### config.mk
export PLATFORM = sky130hd
export DESIGN_NAME = mfp_ahb_lite_arbiter_2m
export DESIGN_NICKNAME = d
export VERILOG_FILES = /design/src/rtl/mfp_ahb_lite_arbiter_2m.sv
export SDC_FILE = /design/constraint.sdc
export NUM_CORES = 1
export LEC_CHECK = 0
export CAP_MARGIN = 20
export CORE_AREA = 2 2 132 134
export CTS_CLUSTER_DIAMETER = 50
export DETAILED_ROUTE_END_ITERATION = 8
export DIE_AREA = 0 0 134 136
export HOLD_SLACK_MARGIN = 0.06
export PLACE_DENSITY = 0.7
export SLEW_MARGIN = 40
export SYNTH_ARGS = -nofsm -noshare
export SYNTH_HDL_FRONTEND = slang
export SYNTH_SLANG_ARGS = --single-unit
export TNS_END_PERCENT = 5
### constraint.sdc
create_clock -name HCLK -period 7.68 [get_ports HCLK]
set_clock_uncertainty 0.05 [all_clocks]
set_input_delay 1.92 -clock HCLK [delete_from_list [all_inputs] [get_ports HCLK]]
set_output_delay 1.92 -clock HCLK [all_outputs]
set_load 0.005 [all_outputs]
### src/rtl/mfp_ahb_lite_arbiter_2m.sv
// Two-master AHB-Lite arbiter: M0 (core) normally wins, M1 (loader/DMA) is guaranteed a grant
// after MAX_HOLD contended M0 transfers. Stalled masters have completing data phases held.
module mfp_ahb_lite_arbiter_2m #(
  parameter int unsigned MAX_HOLD = 8
) (
  input  logic        HCLK,
  input  logic        HRESETn,

  input  logic [31:0] M0_HADDR,
  input  logic [1:0]  M0_HTRANS,
  input  logic        M0_HWRITE,
  input  logic [2:0]  M0_HSIZE,
  input  logic [2:0]  M0_HBURST,
  input  logic [3:0]  M0_HPROT,
  input  logic        M0_HMASTLOCK,
  input  logic [31:0] M0_HWDATA,
  output logic [31:0] M0_HRDATA,
  output logic        M0_HREADY,
  output logic        M0_HRESP,

  input  logic [31:0] M1_HADDR,
  input  logic [1:0]  M1_HTRANS,
  input  logic        M1_HWRITE,
  input  logic [2:0]  M1_HSIZE,
  input  logic [2:0]  M1_HBURST,
  input  logic [3:0]  M1_HPROT,
  input  logic        M1_HMASTLOCK,
  input  logic [31:0] M1_HWDATA,
  output logic [31:0] M1_HRDATA,
  output logic        M1_HREADY,
  output logic        M1_HRESP,

  output logic [31:0] S_HADDR,
  output logic [1:0]  S_HTRANS,
  output logic        S_HWRITE,
  output logic [2:0]  S_HSIZE,
  output logic [2:0]  S_HBURST,
  output logic [3:0]  S_HPROT,
  output logic        S_HMASTLOCK,
  output logic [31:0] S_HWDATA,
  input  logic [31:0] S_HRDATA,
  input  logic        S_HREADY,
  input  logic        S_HRESP
);

  localparam logic [1:0] TrIdle   = 2'd0;
  localparam logic [1:0] TrBusy   = 2'd1;
  localparam logic [1:0] TrNonseq = 2'd2;
  localparam logic [1:0] TrSeq    = 2'd3;
  localparam logic [7:0] MaxHold  = MAX_HOLD[7:0];

  logic        own_q, own_d, dow_q, dow_d, dv_q, dv_d;
  logic [7:0]  hcnt_q, hcnt_d;
  logic [1:0]  pend_q, pend_d, hrs_q, hrs_d;
  logic [31:0] hrd0_q, hrd0_d, hrd1_q, hrd1_d;

  logic       ao, m0_ns, m1_ns, stall0, stall1, dph0, dph1, m0_ready, m1_ready;
  logic [1:0] own_trans, ao_trans;
  logic       own_lock;

  // Address owner: hold across bursts/locks, M0 priority with M1 fairness, else park.
  always_comb begin
    m0_ns     = (M0_HTRANS == TrNonseq);
    m1_ns     = (M1_HTRANS == TrNonseq);
    own_trans = own_q ? M1_HTRANS : M0_HTRANS;
    own_lock  = own_q ? M1_HMASTLOCK : M0_HMASTLOCK;
    ao        = own_q;
    if ((own_trans == TrSeq) || (own_trans == TrBusy) || (own_lock && (own_trans != TrIdle))) begin
      ao = own_q;
    end else if (m0_ns && !m1_ns) begin
      ao = 1'b0;
    end else if (m1_ns && !m0_ns) begin
      ao = 1'b1;
    end else if (m0_ns && m1_ns) begin
      ao = (hcnt_q >= MaxHold);
    end
    ao_trans = ao ? M1_HTRANS : M0_HTRANS;
  end

  always_comb begin
    S_HADDR     = ao ? M1_HADDR : M0_HADDR;
    S_HTRANS    = HRESETn ? ao_trans : TrIdle;
    S_HWRITE    = ao ? M1_HWRITE : M0_HWRITE;
    S_HSIZE     = ao ? M1_HSIZE : M0_HSIZE;
    S_HBURST    = ao ? M1_HBURST : M0_HBURST;
    S_HPROT     = ao ? M1_HPROT : M0_HPROT;
    S_HMASTLOCK = ao ? M1_HMASTLOCK : M0_HMASTLOCK;
    S_HWDATA    = dow_q ? M1_HWDATA : M0_HWDATA;
  end

  always_comb begin
    stall0   = m0_ns && ao;
    stall1   = m1_ns && !ao;
    dph0     = dv_q && !dow_q;
    dph1     = dv_q && dow_q;
    m0_ready = !HRESETn || (!stall0 && (!dph0 || S_HREADY));
    m1_ready = !HRESETn || (!stall1 && (!dph1 || S_HREADY));
    M0_HREADY = m0_ready;
    M1_HREADY = m1_ready;
    M0_HRDATA = pend_q[0] ? hrd0_q : S_HRDATA;
    M1_HRDATA = pend_q[1] ? hrd1_q : S_HRDATA;
    M0_HRESP  = HRESETn && (pend_q[0] ? hrs_q[0] : (dph0 && S_HRESP));
    M1_HRESP  = HRESETn && (pend_q[1] ? hrs_q[1] : (dph1 && S_HRESP));
  end

  always_comb begin
    own_d  = own_q;
    dow_d  = dow_q;
    dv_d   = dv_q;
    hcnt_d = hcnt_q;
    pend_d = pend_q;
    hrs_d  = hrs_q;
    hrd0_d = hrd0_q;
    hrd1_d = hrd1_q;

    if (S_HREADY) begin
      own_d = ao;
      dow_d = ao;
      dv_d  = (ao_trans == TrNonseq) || (ao_trans == TrSeq);
    end

    if ((M1_HTRANS == TrIdle) || (S_HREADY && ao && m1_ns)) begin
      hcnt_d = 8'd0;
    end else if (S_HREADY && !ao && m1_ns && (hcnt_q != 8'hFF) &&
                 ((M0_HTRANS == TrNonseq) || (M0_HTRANS == TrSeq))) begin
      hcnt_d = hcnt_q + 8'd1;
    end

    // A data phase completing under a stalled master is parked until that master is released.
    if (dph0 && S_HREADY && stall0) begin
      pend_d[0] = 1'b1;
      hrd0_d    = S_HRDATA;
      hrs_d[0]  = S_HRESP;
    end else if (m0_ready) begin
      pend_d[0] = 1'b0;
    end
    if (dph1 && S_HREADY && stall1) begin
      pend_d[1] = 1'b1;
      hrd1_d    = S_HRDATA;
      hrs_d[1]  = S_HRESP;
    end else if (m1_ready) begin
      pend_d[1] = 1'b0;
    end
  end

  always_ff @(posedge HCLK) begin
    if (!HRESETn) begin
      own_q  <= 1'b0;
      dow_q  <= 1'b0;
      dv_q   <= 1'b0;
      hcnt_q <= 8'd0;
      pend_q <= 2'b00;
      hrs_q  <= 2'b00;
      hrd0_q <= 32'd0;
      hrd1_q <= 32'd0;
    end else begin
      own_q  <= own_d;
      dow_q  <= dow_d;
      dv_q   <= dv_d;
      hcnt_q <= hcnt_d;
      pend_q <= pend_d;
      hrs_q  <= hrs_d;
      hrd0_q <= hrd0_d;
      hrd1_q <= hrd1_d;
    end
  end

endmodule

==> results of run 1 <==
-- power groups by stage --
| stage | logic, W | clock network [W] | registers, W |
|---|---|---|---|
| after global placement | 0.000304 | 0 | 0.000416 |
| after global routing | 0.000323 | 0.000524 | 0.000406 |
| final | 0.000303 | 0.000496 | 0.000406 |
| after floorplan | 0.0000888 | 0 | 0.000415 |
| after CTS | 0.000306 | 0.000509 | 0.000406 |
| after detailed placement | 0.000303 | 0 | 0.000415 |
-- worst register-to-register path: cells and delay by family (launching register included) --
family | cells | cell delay (ps)
buffers and inverters | 3 | 1520
multiplexers | 1 | 320
AND/OR/NAND/NOR | 1 | 310
flip-flops | 1 | 310
AO/OA/AOI/OAI | 2 | 660
-- kinds of logic after synthesis --
family	count (synthesis)
multiplexers	209
AO/OA/AOI/OAI	40
buffers and inverters	44
AND/OR/NAND/NOR	143
adder cells (fa/ha/maj)	2
flip-flops	78
-- layout by cell type, fill, tap and decap left out, drive strengths merged, types with 3 or more instances in the layout --
cell | Yosys | final
and3 | 3 | 3
nand4 | 4 | 4
dfxtp | 78 | 78
nand2 | 72 | 72
inv | 4 | 4
and2 | 4 | 4
clkdlybuf4s50 | 0 | 336
o21a | 3 | 3
buf | 17 | 8
nand2b | 3 | 3
or3 | 5 | 5
nand3 | 4 | 4
mux2 | 140 | 140
mux2i | 69 | 69
clkbuf | 23 | 11
o21ai | 16 | 16
bufinv | 0 | 3
nor2b | 39 | 39
a21oi | 10 | 10
-- state kept, by name, indices dropped and copies added (netlist names) --
register and count:
hrd0_q 32, hrd1_q 32, hcnt_q 8, hrs_q 2, pend_q 2, dow_q 1, dv_q 1
-- final cells by class --
cell class / instances / area [um2]
sequential: 78 / 1570
fill: 1524 / 7960
inverter: 4 / 15.0
clock inverter: 5 / 106
multi-input combinational: 394 / 3290
timing repair buffer: 344 / 3420
clock buffer: 11 / 243
tap: 225 / 282
-- per-layer routing --
metal  global-route usage (%)  up-vias
met5                        0        -
met1                     23.2     2252
met4                     4.85        0
met3                     6.11       14
li1                         -     2458
met2                     31.8      172
-- Yosys cell counts, drive strengths merged, types with 5 or more instances --
master	instances	area [um2]
dfxtp	78	1560
o21ai	16	83.8
or3	5	31.3
mux2i	69	691
mux2	140	1580
clkbuf	23	86.3
buf	17	134
a21oi	10	50.1
nor2b	39	244
nand2	72	270
-- per-stage QoR --
stage               util, %  power, W  hold slack, ps
floorplan                 -  0.000504             381
global placement       50.8  0.000720             390
detailed placement     50.8  0.000719             395
CTS                    52.9   0.00122             407
global route           52.9   0.00125             415
finish                 52.9   0.00120             404
-- how the worst max path moves through the flow --
stage	from	to	cells past startpoint
3_3_place_gp	M0_HTRANS[0]	S_HTRANS[0]	8
6_report	M0_HTRANS[1]	S_HWRITE	7
5_1_grt	M0_HTRANS[1]	S_HTRANS[0]	8
4_1_cts	M0_HTRANS[1]	S_HTRANS[0]	8
3_5_place_dp	M0_HTRANS[1]	S_HTRANS[0]	8
2_1_floorplan	M0_HMASTLOCK	S_HADDR[10]	6
==> results.toml, run 1 <==
[sta]
hold_viol_final = 0
period_share_pct = 85.8
setup_ws_ps = 1090
tightestPinTransition_ps = 666
fmax_mhz = 152
max-slew-margin-rel_pct = 55.6
setup_viol_count_final = 0
grt_setup_unrepaired = "no"
fin_crit_ps = 6590
drv_slew = 0
final.setup.tns_ps = 0

[setup_path]
r2r_slack_ps = 4440
r2r_depth = 7
cp_cell_sequence = "clkdlybuf4s50_1, a211oi_1, a31oi_1, o31ai_4, buf_4, mux2_2, clkdlybuf4s50_1"
critical-path-top-cell-by-count = "sky130_fd_sc_hd__clkdlybuf4s50_1"
timing_worst_setup_path_type = "input port to output pin"
critical-path-slowest-cell = "sky130_fd_sc_hd__buf_4"
critPathRequiredTime_ps = 5710
worstPathBufferInverterCount = 3
crit-reg2reg-launch = "dow_q"
critPathMaxStageDelay_ps = 540
worst-endpoint-arrival_ps = 4620
reg2reg_to = "hrd0_q[5]"
critical_path_peak_fanout = 48
setup.worst_path.end_class = "output pin"
kind_of_cell_with_the_highest_combined_delay_on_the_critical_path = "buffers and inverters"
timing.critical_path.from_type = "input port"

[synth]
asyncSetResetFlopFracSynth_pct = 0
synth_adder_area_share_pct = 0.494
synth_cells = 516
synth_area_per_cell_um2 = 9.82
post_synth_xor_area_fraction_pct = 0
synth_flop_cell = "sky130_fd_sc_hd__dfxtp_1"
number_of_warnings_issued_by_yosys = 0
seq_area_frac_synth_pct = 30.8
synth.ff_latch_count = 78
synth_fp_nets = 710
synth_compound_gate_area_share_pct = 4.81
synth.mux.area_fraction_pct = 44.7
number_of_synthesized_flops_with_an_enable_pin = 0
largest_family_of_logic_cells_by_synthesized_area = "multiplexers"
post_synth_num_cell_types = 41
synthSimpleGateAreaFrac_pct = 14.5
post_synth_instance_area_um2 = 5070

[detailed_routing]
vias = 4896
drtIter0Drc = 166
drt_first_pass_iters = 4
post_drt_wl_per_cell_um = 16.9
routed_wl_um = 18000
m1WireLength_um = 7740
drt-vias-per-instance = 4.61
met3RoutedLength_um = 1530
drc = 0
met2RoutedLength_um = 8480
detail-route-antenna-nets = 0
routed.top_layer = "met4"

[floorplanning]
placementRows = 48
die_area_um2 = 18200
top_level_ports = 338
floorplan.die.height_um = 136
floorplan.core_area_um2 = 16900
die_span_x_um = 134
initial_utilization_pct = 30.0

[pwr]
p_sw_share_pct = 21.9
ir_worst_vdd_v = 0.0000842
internal_power_w = 0.000941
switching_power_w = 0.000264
p_leak_nw = 3.35
power.share.combinational_pct = 25.1
power-per-cell-area_nw_per_um2 = 135
fraction_of_power_consumed_by_sequential_logic_pct = 33.7
pwr-share-clk_pct = 41.1

[clock_network]
tritoncts = "built"
clock-sinks = 78
cts-resized-gates = 0
tritoncts.num_buffers = 9
htree_num_levels = 3
cts_setup_buffers = 0
cts-root-to-sink-buffers = 2
worst_skew_pair.late_latency_ps = 340
root_buffer = "sky130_fd_sc_hd__clkbuf_16"
holdBufCountCts = 0
cts.reportedPaths.clkPinSlew_ps = 60

[final_layout]
antennaDiodeCount = 0
layout-drive-gt1-share_pct = 17.1
areaGrowthSynthToFinish_pct = 76.0
number_of_standard_cells_in_the_layout_taps_in_and_fillers_out = 1061
fin_area_um2 = 8920
final_net_count = 1025

[place]
placed_cells_incl_taps = 1045
finalWeightedCongestion = 0.782
port_bufs = 337
hpwl_after_detailed_placement_um = 13400
placement.cell_area_um2 = 8570
dp_worst_setup_slack_ps = 1090

[hold_path]
hold_path_cell_cnt = 2
min_delay_worst_endpoint = "hrd0_q[21]"
worst_hold_startpoint = "hrd0_q[21]"
hold_path_class = "register to register"

[global_route]
overflow_after_grt = 0
first_global_vias = 4793
grt_start_max_net_pins = 58
number_of_antenna_violations_at_the_first_check_in_global_routing = 0
global_route.usage.total_pct = 18.8
grt_first_pass_wirelength_um = 26900

[job]
max-cap-violations = 0

[status]
run_status = "complete, no violations"
No activity file was read; power rests on OpenSTA's default activity.
==> run 2, diff against run 1 <==
GPL_ROUTABILITY_DRIVEN = 0   (was unset)
==> results of run 2 <==
Same layout as run 1: the final DEF is identical, and so are final timing and power.
==> run 3, diff against run 2 <==
MAX_ROUTING_LAYER = met4   (was unset)
==> results.toml, run 3 (synthesized netlist as in run 1, its figures left out) <==
[detailed_routing]
drc = 0
post_drt_wl_per_cell_um = 17.0
drtIter0Drc = 141
vias = 4889
routed_wl_um = 18000
detail-route-antenna-nets = 0
drt_first_pass_iters = 4
drt-vias-per-instance = 4.61

[sta]
hold_ws_ps = 404
fin_crit_ps = 6580
drv_slew = 0
hold_viol_final = 0
fmax_mhz = 152
setup_viol_count_final = 0
final.setup.tns_ps = 0
max-slew-margin-rel_pct = 55.4
period_share_pct = 85.7
tightestPinTransition_ps = 669
grt_setup_unrepaired = "no"

[setup_path]
crit_end = "S_HADDR[15]"
setup.worst_path.end_class = "output pin"
worst-endpoint-arrival_ps = 4610
r2r_slack_ps = 4440
r2r_depth = 7
timing.critical_path.from_type = "input port"
timing_worst_setup_path_type = "input port to output pin"
reg2reg_to = "hrd0_q[5]"
critical_path_peak_fanout = 48
startpoint = "M0_HTRANS[1]"
critPathRequiredTime_ps = 5710
crit-reg2reg-launch = "dow_q"

[clock_network]
cts-resized-gates = 0
cts-root-to-sink-buffers = 2
htree_num_levels = 3
worst_skew_pair.late_latency_ps = 340
clock-sinks = 78
tritoncts = "built"
cts.reportedPaths.clkPinSlew_ps = 60
cts_setup_buffers = 0
root_buffer = "sky130_fd_sc_hd__clkbuf_16"
tritoncts.num_buffers = 9
holdBufCountCts = 0

[job]
max-cap-violations = 0

[floorplanning]
placementRows = 48
floorplan.die.height_um = 136
floorplan.core_area_um2 = 16900
die_span_x_um = 134
die_area_um2 = 18200
initial_utilization_pct = 30.0
top_level_ports = 338

[final_layout]
mostFrequentLayoutCell = "sky130_fd_sc_hd__clkdlybuf4s50_1"
layout-drive-gt1-share_pct = 17.1
areaGrowthSynthToFinish_pct = 76.0
top_regs = "hrd0_q x32, hrd1_q x32, hcnt_q x8"
layout.cells.most_common_list = "sky130_fd_sc_hd__clkdlybuf4s50_1 (336), sky130_fd_sc_hd__mux2_2 (110), sky130_fd_sc_hd__dfxtp_1 (76)"
antennaDiodeCount = 0
final_net_count = 1025

[status]
run_status = "complete, no violations"

[pwr]
ir_worst_vdd_v = 0.0000842
totalPowerFinal_w = 0.00121
power-per-cell-area_nw_per_um2 = 135
p_leak_nw = 3.35

[global_route]
grt_first_pass_wirelength_um = 26900
first_global_vias = 4799
number_of_antenna_violations_at_the_first_check_in_global_routing = 0
grt_start_max_net_pins = 58
global_route.usage.total_pct = 19.4
overflow_after_grt = 0

[place]
port_bufs = 337
hpwl_after_detailed_placement_um = 13400

[hold_path]
hold_path_class = "register to register"
==> run 3: cell counts in the layout (fill, tap and decap cells not counted) <==
Identical to the previous run, type by type.
==> run 3: critical path: stages <==
cell	delay [ps]
sky130_fd_sc_hd__clkdlybuf4s50_1	520
sky130_fd_sc_hd__a211oi_1	250
sky130_fd_sc_hd__a31oi_1	160
sky130_fd_sc_hd__o31ai_4	290
sky130_fd_sc_hd__buf_4	550
sky130_fd_sc_hd__mux2_1	380
sky130_fd_sc_hd__clkdlybuf4s50_1	520
==> run 3: where the power goes <==
group | internal, W | switching [W]
Sequential | 0.000405 | 0.00000114
Combinational | 0.000209 | 0.0000945
Clock | 0.000327 | 0.000169
==> run 3: worst min path at each step <==
stage | depth (start not counted) | startpoint | endpoint | slack (ps)
after CTS | 2 | hrd0_q[21] | hrd0_q[21] | 410
after detailed placement | 2 | hrd0_q[19] | hrd0_q[19] | 400
final | 2 | hrd0_q[2] | hrd0_q[2] | 400
after global placement | 2 | hrd0_q[18] | hrd0_q[18] | 390
after global routing | 2 | hrd0_q[29] | hrd0_q[29] | 410
after floorplan | 2 | hrd0_q[0] | hrd0_q[0] | 380
==> run 3: layout make-up <==
| class | count | area (um2) |
|---|---|---|
| inverters | 4 | 15.0 |
| repair buffers | 344 | 3420 |
| well taps | 225 | 282 |
| multi-input cells | 394 | 3290 |
| flip-flops and latches | 78 | 1570 |
| clock buffers | 11 | 243 |
| fillers | 1524 | 7960 |
| clock inverters | 5 | 106 |
==> run 3: per-layer routing <==
| metal | share of wire [%] | GRT usage [%] |
|---|---|---|
| met1 | 44 | 23.6 |
| met2 | 47 | 31.7 |
| met3 | 7.7 | 5.59 |
| met4 | 1.1 | 4.85 |
| met5 | 0 | - |
==> run 3: stage by stage <==
step / instances / worst slack (ps) / util (%) / cell area, um2
finish: 1061 / 1100 / 52.9 / 8920
floorplan: 516 / 2470 / - / 5070
CTS: 1061 / 1070 / 52.9 / 8920
detailed placement: 1045 / 1090 / 50.8 / 8570
global placement: 1045 / 1090 / 50.8 / 8570
global route: 1061 / 873 / 52.9 / 8920
